**src/rtl/alu_flag_reg.sv**
```systemverilog
// NZCV status register: derives next flags from the ALU result and operation class,
// gates writes on the stored-flag condition check, and tracks sticky/saturating overflow.
module alu_flag_reg #(
  parameter int WIDTH = 32,
  parameter int CNT_W = 8
) (
  input  logic             clk,
  input  logic             rst_n,
  input  logic [WIDTH-1:0] aOp,
  input  logic [WIDTH-1:0] bOp,
  input  logic [WIDTH-1:0] result,
  input  logic             cout,
  input  logic             shCarry,
  input  logic             multV,
  input  logic [3:0]       aluControl,
  input  logic [1:0]       flagW,
  input  logic [3:0]       cond,
  input  logic             clearQ,
  output logic             condEx,
  output logic             N,
  output logic             Z,
  output logic             C,
  output logic             V,
  output logic             Q,
  output logic [CNT_W-1:0] ovfCount
);

  localparam int MSB = WIDTH - 1;
  localparam logic [CNT_W-1:0] CNT_MAX = {CNT_W{1'b1}};
  localparam logic [CNT_W-1:0] CNT_ONE = CNT_W'(1);

  logic n_q, z_q, c_q, v_q, q_q;
  logic n_d, z_d, c_d, v_d, q_d;
  logic [CNT_W-1:0] cnt_q, cnt_d;
  logic nxt_n_s, nxt_z_s, nxt_c_s, nxt_v_s;
  logic wr_nz_s, wr_cv_s, ovf_evt_s;

  function automatic logic cond_pass(input logic [3:0] c, input logic n, input logic z,
                                     input logic cf, input logic v);
    logic p;
    case (c)
      4'b0000: p = z;
      4'b0001: p = ~z;
      4'b0010: p = cf;
      4'b0011: p = ~cf;
      4'b0100: p = n;
      4'b0101: p = ~n;
      4'b0110: p = v;
      4'b0111: p = ~v;
      4'b1000: p = cf & ~z;
      4'b1001: p = ~cf | z;
      4'b1010: p = (n == v);
      4'b1011: p = (n != v);
      4'b1100: p = ~z & (n == v);
      4'b1101: p = z | (n != v);
      4'b1110: p = 1'b1;
      default: p = 1'b0;
    endcase
    return p;
  endfunction

  // Candidate flags from the current ALU operation
  always_comb begin
    nxt_n_s = result[MSB];
    nxt_z_s = (result == {WIDTH{1'b0}});
    nxt_c_s = c_q;
    nxt_v_s = v_q;
    case (aluControl)
      4'b0000: begin
        nxt_c_s = cout;
        nxt_v_s = (aOp[MSB] == bOp[MSB]) & (result[MSB] != aOp[MSB]);
      end
      4'b0001: begin
        nxt_c_s = cout;
        nxt_v_s = (aOp[MSB] != bOp[MSB]) & (result[MSB] != aOp[MSB]);
      end
      4'b0010: begin
        nxt_c_s = c_q;
        nxt_v_s = multV;
      end
      4'b0011, 4'b0100, 4'b0101, 4'b0110, 4'b0111: begin
        nxt_c_s = shCarry;
        nxt_v_s = v_q;
      end
      default: begin
        nxt_c_s = c_q;
        nxt_v_s = v_q;
      end
    endcase
  end

  assign condEx    = cond_pass(cond, n_q, z_q, c_q, v_q);
  assign wr_nz_s   = flagW[1] & condEx;
  assign wr_cv_s   = flagW[0] & condEx;
  assign ovf_evt_s = wr_cv_s & nxt_v_s;

  // Gated flag loads; an overflow event takes priority over clearQ
  always_comb begin
    n_d   = n_q;
    z_d   = z_q;
    c_d   = c_q;
    v_d   = v_q;
    q_d   = q_q;
    cnt_d = cnt_q;
    if (wr_nz_s) begin
      n_d = nxt_n_s;
      z_d = nxt_z_s;
    end else begin
      n_d = n_q;
      z_d = z_q;
    end
    if (wr_cv_s) begin
      c_d = nxt_c_s;
      v_d = nxt_v_s;
    end else begin
      c_d = c_q;
      v_d = v_q;
    end
    if (ovf_evt_s) begin
      q_d = 1'b1;
      if (clearQ) begin
        cnt_d = CNT_ONE;
      end else if (cnt_q == CNT_MAX) begin
        cnt_d = cnt_q;
      end else begin
        cnt_d = cnt_q + CNT_ONE;
      end
    end else if (clearQ) begin
      q_d   = 1'b0;
      cnt_d = {CNT_W{1'b0}};
    end else begin
      q_d   = q_q;
      cnt_d = cnt_q;
    end
  end

  always_ff @(posedge clk or negedge rst_n) begin
    if (!rst_n) begin
      n_q   <= 1'b0;
      z_q   <= 1'b0;
      c_q   <= 1'b0;
      v_q   <= 1'b0;
      q_q   <= 1'b0;
      cnt_q <= {CNT_W{1'b0}};
    end else begin
      n_q   <= n_d;
      z_q   <= z_d;
      c_q   <= c_d;
      v_q   <= v_d;
      q_q   <= q_d;
      cnt_q <= cnt_d;
    end
  end

  assign N        = n_q;
  assign Z        = z_q;
  assign C        = c_q;
  assign V        = v_q;
  assign Q        = q_q;
  assign ovfCount = cnt_q;

endmodule
```
**config.mk**
```make
export PLATFORM = sky130hd
export DESIGN_NAME = alu_flag_reg
export DESIGN_NICKNAME = d
export VERILOG_FILES = /design/src/rtl/alu_flag_reg.sv
export SDC_FILE = /design/constraint.sdc
export NUM_CORES = 1
export LEC_CHECK = 0
export ABC_AREA = 0
export CAP_MARGIN = 25
export CORE_ASPECT_RATIO = 1.4
export CORE_MARGIN = 3
export CORE_UTILIZATION = 27
export DETAILED_ROUTE_END_ITERATION = 8
export PLACE_DENSITY = 0.85
export SLEW_MARGIN = 20
export SYNTH_ARGS = -nofsm -noshare
export SYNTH_HDL_FRONTEND = slang
export SYNTH_SLANG_ARGS = --single-unit
```
**constraint.sdc**
```tcl
create_clock -name clk -period 2.8 [get_ports clk]
set_input_delay 0.7 -clock clk [delete_from_list [all_inputs] [get_ports clk]]
set_output_delay 0.7 -clock clk [all_outputs]
set_load 0.1 [all_outputs]
```
==> run summary <==
CRITICAL PATH
--------------------------------------------------------------------------------------
Most Frequent Cell on Critical Path                                       sky130_fd_sc_hd__a31oi_2
Data arrival time of the critical path                                         2.06 ns
Maximum fanout count along the critical path                                         5
Type of the setup path with the least slack                               input port to primary output
Master of the slowest instance on the critical path                       sky130_fd_sc_hd__or3_4
Crit path capture type                                                    primary output
Reg2Reg Setup Slack                                                            0.35 ns
Ordered cell list for the critical path                                   dlygate4sd2_1 -> buf_4 -> a31oi_2 -> a31oi_2 -> or3_4 -> buf_12
Worst Path Buf+Inv                                                                   3
WP data required                                                               2.10 ns
Critical R2R Capture                                                       ovfCount[3]
Cell family contributing the most delay on the critical path              buffers and inverters
Worst setup path startpoint                                                    cond[1]
Crit path largest cell delay                                                   0.37 ns
Critical register-to-register path startpoint                                        V
Worst R2R Path Depth                                                                 7
Category of the worst setup path launch point                               input port

GRT
--------------------------------------------------------------------------------------
Met3 routing resource usage after global routing                                4.854%
Number of antenna violations at the first check in global routing                    0
Congestion Overflow GR                                                               0
Most Crowded Layer GR                                                             met2
Vias in the first global route                                                    1250
Largest net degree at the start of global routing                                   14
Met2 track utilization from global routing                                      25.77%
GR Layer Usage met1                                                             14.67%
Global Route Usage Sum                                                          14.14%
Global-route wire length before repair                                         5223 um

WORST HOLD PATH
--------------------------------------------------------------------------------------
Endpoint of the worst hold-timing path                                               Q
Class of the worst hold path                                              register to register
Hold path cells                                                                      2
Startpoint of the worst hold path                                                    Q

DIE
--------------------------------------------------------------------------------------
Top Ports                                                                          126
Area of the core                                                            3709 sq um
Std cell rows                                                                       26
Initial cell density of the core                                                28.44%
Width of the chip                                                             58.83 um
Floorplan die area                                                          4703 sq um
Die Y-Extent                                                                  79.95 um

TIMING
--------------------------------------------------------------------------------------
Slew HR                                                                         59.08%
Number of max-slew violations in the final report                                    0
Final hold vios                                                                      0
Share of the cycle needed by the critical path after routing                    98.62%
Unrepaired setup endpoints after global routing                                  false
Worst-Margin Slew                                                            0.6102 ns
Worst hold margin                                                            0.5406 ns
Largest clock skew in the final design                                     0.002021 ns
Final setup fails                                                                    0
Post-layout min period                                                        2.761 ns
Slack of the critical path                                                  0.03873 ns
FMAX                                                                        0.3622 GHz

FINISH
--------------------------------------------------------------------------------------
Commonest non-fill, non-tap cells in the layout                           sky130_fd_sc_hd__clkdlybuf4s50_1 (45), sky130_fd_sc_hd__buf_4 (24), sky130_fd_sc_hd__nor2_1 (14)
Ant diodes                                                                           0
Final core utilization                                                          50.71%
Finished layout cell area                                                   1881 sq um
Most common cell after layout, fill and taps aside                        sky130_fd_sc_hd__clkdlybuf4s50_1
Share of cells above drive strength 1                                           28.35%
Area added between synthesis and finish                                         78.29%
Number of nets in the final layout                                                 308

CTS
--------------------------------------------------------------------------------------
Clock tree from TritonCTS                                                          yes
Clock-pin transition on the worst setup and hold timing paths                  0.06 ns
Number of hold buffers added after cts                                               0
Cell at the root of the clock tree                                        sky130_fd_sc_hd__clkbuf_8
TritonCTS Sinks                                                                     13
H-tree depth                                                                         1
CTS Buffer Depth                                                                     2
Source-to-sink clock delay at the later pin of the worst-skew pair             0.25 ns
Number of buffers added by the clock tree synthesis step                             3

LOGIC SYNTHESIS
--------------------------------------------------------------------------------------
Synth Net Count                                                                    232
Average size of a mapped cell                                              8.864 sq um
Top cell type by total area after synthesis                               sky130_fd_sc_hd__dfrtp_1
Yosys warns                                                                          0
Number of standard cells after synthesis                                           119
Area share of the largest cell type after synthesis                             30.84%
Number of synthesized register bits                                                 13
Cells taking the most area after synthesis                                sky130_fd_sc_hd__dfrtp_1 (31%), sky130_fd_sc_hd__mux2_2 (7.5%), sky130_fd_sc_hd__nor4_1 (5.3%)
Cell Area, Synth                                                            1055 sq um
Number of different library cells in the post-synthesis netlist                     43
Sequential fraction of the synthesis area                                       30.84%

DETAILED ROUTING
--------------------------------------------------------------------------------------
Starting DRT DRC Count                                                              35
Drt pass-1 iters                                                                     4
DR vias                                                                           1287
Number of vias per cell                                                          5.453
Residual antenna-violating net count after detailed routing                          0
Post-DR wirelength/cell                                                       14.54 um
DRC viols                                                                            0
Total Wirelength                                                               3432 um

PLACEMENT
--------------------------------------------------------------------------------------
Instance area at placement                                                  1775 sq um
Weighted congestion reported at the end of routability-driven placement         0.8535
Worst-case setup slack after placement                                      -0.4195 ns
HPWL after detailed placement                                                  2684 um
Number of port buffers                                                              63

POWER AND IR DROP
--------------------------------------------------------------------------------------
LEAKAGE                                                                      0.7804 nW
Total power draw                                                              1.090 mW
Reported net switching power                                                 0.5239 mW
Maximum vdd drop                                                             0.5101 mV
Ratio of total power to cell area                                         579.6 nW/um^2
Part of the total power dissipated in sequential elements                        24.4%
P_int                                                                        0.5661 mW
Switching power as a share of total power                                       48.06%
Combinational share of power                                                     60.0%
Clock power frac                                                                 15.6%

RUN
--------------------------------------------------------------------------------------
Max-capacitance violation count                                                      0

RUN STATUS
--------------------------------------------------------------------------------------
Run status                                                                finished, final reports clean

[tightest hold or removal path, stage by stage (launching register included)]
cell and delay (ns):
sky130_fd_sc_hd__dfrtp_1 0.37, sky130_fd_sc_hd__inv_1 0.05, sky130_fd_sc_hd__o22ai_1 0.07
[metal layers]
layer | routed length (um) | part of all wire (%)
met1 | 1235 | 36
met2 | 1724 | 50
met3 | 435 | 13
met4 | 37 | 1.1
met5 | 0 | 0
[logic make-up (layout without fill, tap and decap cells)]
logic type | Yosys count | count (layout) | share of synthesized area, %
DFF | 13 | 13 | 30.84
AOI/OAI and AO/OA | 22 | 22 | 15.89
xor gates and xnor gates | 3 | 3 | 2.492
and+or+nand+nor | 61 | 61 | 35.23
adders and majority gates | 1 | 1 | 1.186
muxes | 10 | 10 | 10.32
buffers and inverters | 9 | 84 | 4.032
[cell usage after synthesis, drive strengths merged]
library cell and instances:
a31oi 5, o21ai 2, a21oi 2, a311oi 1, nand3 6, nor3b 1
buf 2, o32a 1, o31ai 3, a21o 1, nand4 4, or2 1
or3 1, a2bb2oi 1, and3b 2, mux2i 3, nor2b 2, o311ai 1
nand2b 5, ha 1, nand4b 2, dfrtp 13, nor3 2, o211a 1
and2 2, inv 4, or4 4, nor2 14, a211oi 2, nor4 9
o22ai 2, mux2 7, and4bb 1, and3 2, clkbuf 3, xor2 1
nor4b 2, xnor2 2, nand2 1
[how the worst max path moves through the flow]
stage / end / slack (ns) / cells past startpoint
after floorplan: condEx / 0.08 / 5
after global placement: condEx / -0.40 / 6
after detailed placement: condEx / -0.42 / 6
final: condEx / 0.04 / 6
after CTS: condEx / 0.004 / 7
after global routing: condEx / 0.004 / 6
[registers in the layout (all words and copies together) (netlist names)]
signal	cells
N	1
ovfCount	8
C	1
Z	1
V	1
Q	1
[area by class of cell]
class	count	area [sq um]
Timing Repair Buffer	76	706.9
Clock buffer	4	45.04
Multi-Input combinational cell	97	730.7
Sequential cell	13	330.3
Inverter	4	15.01
Fill cell	340	1828
Tap cell	42	52.55
[power groups by stage]
stage	combinational (mW)	sequential (mW)	clock (mW)
2_1_floorplan	0.208	0.480	0
6_report	0.654	0.266	0.170
5_1_grt	0.681	0.273	0.183
4_1_cts	0.648	0.267	0.176
3_3_place_gp	0.622	0.269	0
3_5_place_dp	0.630	0.270	0
[metrics by stage]
| stage | cells | setup TNS, ns |
|---|---|---|
| finish | 236 | 0 |
| global route | 236 | 0 |
| CTS | 235 | 0 |
| detailed placement | 230 | -3.521 |
| global placement | 230 | -2.951 |
| floorplan | 119 | 0 |
[what timing repair did]
action,CTS,global route
setup buffers,1,1
setup endpoints to repair,8,3
pin swaps,5,6
cloned,0,0
resized for setup,14,5
(Power assumes the default switching activity.)
